===== src/rtl/sumador_serial_pkg.sv =====
// sumador_serial_pkg: shared state encodings and default operand width
// for the bit-serial minuend reconstruction unit.
package sumador_serial_pkg;

  // Default operand width in bits.
  localparam int DEFAULT_WIDTH = 4;

  // Controller states; encodings are fixed so they match the rest of the ALU.
  typedef enum logic [1:0] {
    ST_IDLE = 2'd0,
    ST_CALC = 2'd1,
    ST_DONE = 2'd2
  } state_t;

endpackage : sumador_serial_pkg


===== src/rtl/sumador_serial_if.sv =====
// sumador_serial_if: request/result bundle between the ALU self-check path
// (master) and the serial reconstruction unit (slave).
interface sumador_serial_if
  import sumador_serial_pkg::*;
#(
  parameter int WIDTH = DEFAULT_WIDTH
);

  logic             start;
  logic [WIDTH-1:0] Resultado;
  logic             Signo;
  logic [WIDTH-1:0] B;
  logic [WIDTH-1:0] A;
  logic             C_out;
  logic             busy;
  logic             done;

  // Requester side: drives the operands, observes the result.
  modport master (
    output start, Resultado, Signo, B,
    input  A, C_out, busy, done
  );

  // Unit side: consumes the operands, produces the result.
  modport slave (
    input  start, Resultado, Signo, B,
    output A, C_out, busy, done
  );

endinterface : sumador_serial_if


===== src/rtl/sumador_completo.sv =====
// sumador_completo: 1-bit full adder, the only arithmetic element of the
// serial datapath.
module sumador_completo (
  input  logic a,
  input  logic b,
  input  logic cin,
  output logic s,
  output logic cout
);

  // Sum and majority carry.
  always_comb begin
    s    = a ^ b ^ cin;
    cout = (a & b) | (a & cin) | (b & cin);
  end

endmodule : sumador_completo


===== src/rtl/sumador_serial.sv =====
// sumador_serial: recovers A = B +/- Resultado one bit per clock using a
// single full adder. The subtract case is done as B + ~Resultado + 1, with
// the +1 injected as the initial carry. Results are published only in DONE
// so A/C_out stay stable while a computation is in flight.
module sumador_serial
  import sumador_serial_pkg::*;
#(
  parameter int WIDTH = DEFAULT_WIDTH
) (
  input  logic             clk,
  input  logic             rst_n,
  sumador_serial_if.slave  bus
);

  localparam int             CW   = $clog2(WIDTH + 1);
  localparam logic [CW-1:0]  LAST = CW'(WIDTH - 1);

  state_t           state;
  state_t           state_next;

  logic [WIDTH-1:0] r_sh;
  logic [WIDTH-1:0] b_sh;
  logic [WIDTH-1:0] a_sh;
  logic             signo_q;
  logic             carry;
  logic [CW-1:0]    cnt;

  logic [WIDTH-1:0] a_q;
  logic             c_out_q;
  logic             busy_q;
  logic             done_q;

  logic             fa_b;
  logic             fa_s;
  logic             fa_cout;

  // Conditionally invert the magnitude bit so subtraction becomes addition.
  always_comb begin
    fa_b = r_sh[0] ^ signo_q;
  end

  sumador_completo u_fa (
    .a    (b_sh[0]),
    .b    (fa_b),
    .cin  (carry),
    .s    (fa_s),
    .cout (fa_cout)
  );

  // State register; reset aborts any operation in progress.
  always_ff @(posedge clk or negedge rst_n) begin
    if (!rst_n) state <= ST_IDLE;
    else        state <= state_next;
  end

  // Next-state: accept start only in IDLE, run WIDTH bit steps, publish once.
  always_comb begin
    state_next = state;
    unique case (state)
      ST_IDLE: if (bus.start) state_next = ST_CALC;
      ST_CALC: if (cnt == LAST) state_next = ST_DONE;
      ST_DONE: state_next = ST_IDLE;
      default: state_next = ST_IDLE;
    endcase
  end

  // Serial datapath: latch operands on acceptance, then one bit per cycle.
  always_ff @(posedge clk or negedge rst_n) begin
    if (!rst_n) begin
      r_sh    <= '0;
      b_sh    <= '0;
      a_sh    <= '0;
      signo_q <= 1'b0;
      carry   <= 1'b0;
      cnt     <= '0;
    end else begin
      unique case (state)
        ST_IDLE: begin
          if (bus.start) begin
            r_sh    <= bus.Resultado;
            b_sh    <= bus.B;
            signo_q <= bus.Signo;
            carry   <= bus.Signo;
            a_sh    <= '0;
            cnt     <= '0;
          end
        end
        ST_CALC: begin
          a_sh  <= {fa_s, a_sh} >> 1;
          r_sh  <= r_sh >> 1;
          b_sh  <= b_sh >> 1;
          carry <= fa_cout;
          cnt   <= cnt + 1'b1;
        end
        default: begin
        end
      endcase
    end
  end

  // Result registers only change in DONE, so they hold between operations.
  always_ff @(posedge clk or negedge rst_n) begin
    if (!rst_n) begin
      a_q     <= '0;
      c_out_q <= 1'b0;
    end else if (state == ST_DONE) begin
      a_q     <= a_sh;
      c_out_q <= carry ^ signo_q;
    end
  end

  // Status flags: done pulses alongside the result; busy covers the pulse too.
  always_ff @(posedge clk or negedge rst_n) begin
    if (!rst_n) begin
      done_q <= 1'b0;
      busy_q <= 1'b0;
    end else begin
      done_q <= (state == ST_DONE);
      busy_q <= (state_next != ST_IDLE) || (state == ST_DONE);
    end
  end

  assign bus.A     = a_q;
  assign bus.C_out = c_out_q;
  assign bus.busy  = busy_q;
  assign bus.done  = done_q;

endmodule : sumador_serial


===== src/flat_wrapper.sv =====
// flat-port wrapper written by rule: the top's interface ports become plain ports
module sumador_serial_flat import sumador_serial_pkg::*;
#(
  parameter int WIDTH = DEFAULT_WIDTH
)
  (clk, rst_n, bus_start, bus_Resultado, bus_Signo, bus_B, bus_A, bus_C_out, bus_busy, bus_done);
  sumador_serial_if #(.WIDTH(WIDTH)) bus_i ();
  input  logic clk;
  input  logic rst_n;
  input wire logic [$bits(bus_i.start)-1:0] bus_start;
  input wire logic [$bits(bus_i.Resultado)-1:0] bus_Resultado;
  input wire logic [$bits(bus_i.Signo)-1:0] bus_Signo;
  input wire logic [$bits(bus_i.B)-1:0] bus_B;
  output wire logic [$bits(bus_i.A)-1:0] bus_A;
  output wire logic [$bits(bus_i.C_out)-1:0] bus_C_out;
  output wire logic [$bits(bus_i.busy)-1:0] bus_busy;
  output wire logic [$bits(bus_i.done)-1:0] bus_done;
  assign bus_i.start = bus_start;
  assign bus_i.Resultado = bus_Resultado;
  assign bus_i.Signo = bus_Signo;
  assign bus_i.B = bus_B;
  assign bus_A = bus_i.A;
  assign bus_C_out = bus_i.C_out;
  assign bus_busy = bus_i.busy;
  assign bus_done = bus_i.done;
  sumador_serial #(.WIDTH(WIDTH)) u_core (.clk(clk), .rst_n(rst_n), .bus(bus_i));
endmodule

===== config.mk =====
export PLATFORM = sky130hd
export DESIGN_NAME = sumador_serial_flat
export DESIGN_NICKNAME = d
export VERILOG_FILES = /design/src/rtl/sumador_serial_pkg.sv /design/src/rtl/sumador_serial_if.sv /design/src/rtl/sumador_completo.sv /design/src/rtl/sumador_serial.sv /design/src/flat_wrapper.sv
export SDC_FILE = /design/constraint.sdc
export NUM_CORES = 1
export LEC_CHECK = 0
export CAP_MARGIN = 20
export CORE_MARGIN = 1
export CORE_UTILIZATION = 46
export DETAILED_ROUTE_END_ITERATION = 8
export PLACE_DENSITY = 0.78
export SLEW_MARGIN = 20
export SYNTH_ARGS = -nofsm -noshare
export SYNTH_HDL_FRONTEND = slang
export SYNTH_SLANG_ARGS = --single-unit

===== constraint.sdc =====
create_clock -name clk -period 1.2 [get_ports clk]
set_input_delay 0.12 -clock clk [delete_from_list [all_inputs] [get_ports clk]]
set_output_delay 0.12 -clock clk [all_outputs]
set_load 0.005 [all_outputs]

==> flow_metrics.env <==
export IMPL_start_util_pct=48.3
export IMPL_fin_crit_ps=1350
export IMPL_drt_iter0_drc=10
export IMPL_hold_viol=0
export IMPL_setup_viol=2
export IMPL_regArea_um2=652
export IMPL_firstDrtPassIters=4
export IMPL_ir_worst_vdd_mv=1.28
export IMPL_vias=888
export IMPL_holdBufCountCts=0
export IMPL_synthCells=99
export IMPL_violations="negative setup slack"
export IMPL_syn_num_nets=114
export IMPL_cts_root_buf="clkbuf_4"
export IMPL_cp_num_buf_inv=0
export IMPL_track_usage_pct=18.6
export IMPL_slowest_delay_ps=430
export IMPL_antenna_found_initial=0
export IMPL_rr_worst_depth=3
export IMPL_ioPinCount=19
export IMPL_setup_worst_path_end="u_core.a_sh[3]"
export IMPL_overflow=0
export IMPL_timing_final_crit_share_pct=113
export IMPL_startpoint="u_core.r_sh[0]"
export IMPL_critPathMaxFanout=2
export IMPL_drt_total_wl_mm=2.36
export IMPL_final_nets=148
export IMPL_critPathArrivalTime_ps=1570
export IMPL_syn_cell_area_um2=1180
export IMPL_clkSinkCount=26
export IMPL_crit_path_start_kind="register"
export IMPL_grt_max_degree=27
export IMPL_insertion_delay_ps=310
export IMPL_critPathRequiredTime_ps=1410
export IMPL_most_common_layout_cells="dfrtp_1, buf_4, nor2_1, clkdlybuf4s50_1"
export IMPL_p_leak_nw=0.739
export IMPL_cts_made_buffers=3
export IMPL_synth_seq_area_share_pct=54.9
export IMPL_ant_nets=0
export IMPL_fin_util_pct=63.5
export IMPL_maxCapViolations=0
export IMPL_wl_per_cell_um=14.6
export IMPL_die_area_um2=2780
export IMPL_antenna_cells=0
export IMPL_ys_seq_elements=26
export IMPL_cp_slowest_cell="dfrtp_1"
export IMPL_end_kind="register"
export IMPL_clk_pin_slew_worst_paths_ps=130
export IMPL_setup_ws_ps=-153
export IMPL_avgSynthCellArea_um2=12.0
export IMPL_worstPathCellList="xor2_2 -> fa_1 -> a22o_1"
export IMPL_layout_commonest_cell="dfrtp_1"
export IMPL_clock_path_buffers=2
export IMPL_yosys_warnings=0
export IMPL_status="complete, but fails checks"
export IMPL_die_w_um=52.8
export IMPL_path_class="reg2reg"
export IMPL_die_h_um=52.8
export IMPL_timing_rr_start="u_core.r_sh[0]"
export IMPL_h_tree_depth=1
export IMPL_rrSetupSlack_ps=-150
export IMPL_rows=18
export IMPL_min_path_type="in2async"
export IMPL_maxSlewViolCount=0
export IMPL_fmax_mhz=739
export IMPL_syn_to_final_growth_pct=31.6
export IMPL_core_area_um2=2450
export IMPL_tightest_slew_ps=336
export IMPL_hpwl_mm=1.62
export IMPL_globalplace_congestion=0.756
export IMPL_port_buffers=18
export IMPL_multi_input_area_um2=523
export IMPL_tritoncts="yes"
export IMPL_maxSlewHeadroom_pct=77.5
export IMPL_vias_per_cell=5.52
export IMPL_grt_pass1_wl_mm=3.71
export IMPL_rsz0062_at_grt="yes"
export IMPL_ys_types=25
export IMPL_drc=0
export IMPL_r2r_end="u_core.a_sh[3]"
export IMPL_grt_pass1_vias=836
export IMPL_final_setup_skew_ps=4.64
export IMPL_dp_slack_ps=-223
export IMPL_total_power_mw=3.71
export IMPL_p_per_area_nw_per_um2=2380
export IMPL_crit_family="flip-flops"
export IMPL_worst_path_stages=3
export IMPL_drive_gt1_share_pct=30.5
export IMPL_nFillCells=211
==> cell families (layout without fill, tap and decap cells) <==
group	count (synthesis)	count (layout)	share of synthesized area [%]
xor gates and xnor gates	2	2	1.48
AOI/OAI and AO/OA	28	28	16.6
DFF	26	26	54.9
muxes	6	6	7.18
buffers and inverters	11	43	6.55
and+or+nand+nor	23	23	9.50
adders and majority gates	3	3	3.80
==> per-stage QoR <==
stage	cells	hold WS, ps	instance area (µm²)	setup TNS, ps
2_1_floorplan	99	-176	1180	-92.6
3_3_place_gp	151	464	1420	-1660
3_5_place_dp	151	472	1420	-2620
4_1_cts	159	166	1490	-204
5_1_grt	161	174	1560	-468
6_report	161	173	1560	-222
==> worst reg2reg max path, cell delays in order (launching register included) <==
cell,delay [ps]
dfrtp_1,430
xor2_2,180
fa_1,430
a22o_1,220
==> state kept, by name (all words and copies together), names as in the netlist <==
signal and count:
u_core.carry 1, u_core.b_sh 4, u_core.bus.C_out 1, u_core.bus.busy 1
u_core.cnt 3, u_core.state 2, u_core.bus.A 4, u_core.bus.done 1
u_core.a_sh 4, u_core.r_sh 4, u_core.signo_q 1
==> synth_stat cells (all sizes together) <==
library cell  number  area (µm²)
xor2               1        8.76
o21bai             1        7.51
nor2b              2        12.5
o32ai              7        61.3
nand2b             3        26.3
a22o               5        43.8
buf                7        62.6
fa                 1        20.0
nor3               1        5.00
nand2              5        18.8
mux2i              1        10.0
inv                4        15.0
o22ai              7        43.8
xnor2              1        8.76
a21oi              1        5.00
dfrtp             26         651
o21ai              7        35.0
mux2               5        75.1
ha                 2        25.0
or2                1        6.26
nor2              11        43.8
==> worst min path at each step <==
stage	endpoint	cells past startpoint	startpoint	slack [ps]
floorplan	u_core.a_sh[0]	0	rst_n	-180
global placement	u_core.cnt[2]	2	u_core.cnt[2]	460
detailed placement	u_core.cnt[2]	2	u_core.cnt[2]	470
CTS	u_core.bus.A[2]	2	rst_n	170
global route	u_core.bus.C_out	2	rst_n	170
finish	u_core.bus.A[2]	2	rst_n	170
==> per-layer routing <==
metal  wire length (µm)  part of all wire, %  vias up  GRT usage [%]
met2               1240                   53       19           32.1
met4                  0                    0        0           6.58
li1                   -                    -      419              -
met1               1050                   45      450           23.4
met3                 65                  2.8        0           2.61
met5                  0                    0        -              0
==> repair_timing <==
item,CTS,global route
setup buffers,5,2
endpoints found under the setup margin,19,10
gates resized for setup,11,10
pin swaps,0,1
==> report_power, final <==
part           switching [mW]  leakage (nW)  total, mW  internal, mW
Sequential              0.304         0.323       1.56          1.25
Clock                   0.233        0.0138      0.350         0.117
Combinational           0.761         0.403       1.80          1.04
==> layout make-up <==
class	count	area share, %
tap	30	2.41
inverter	4	0.963
sequential	26	41.8
clock buffer	3	1.44
timing repair buffer	36	19.8
multi-input combinational	62	33.5
(Power assumes the default switching activity.)
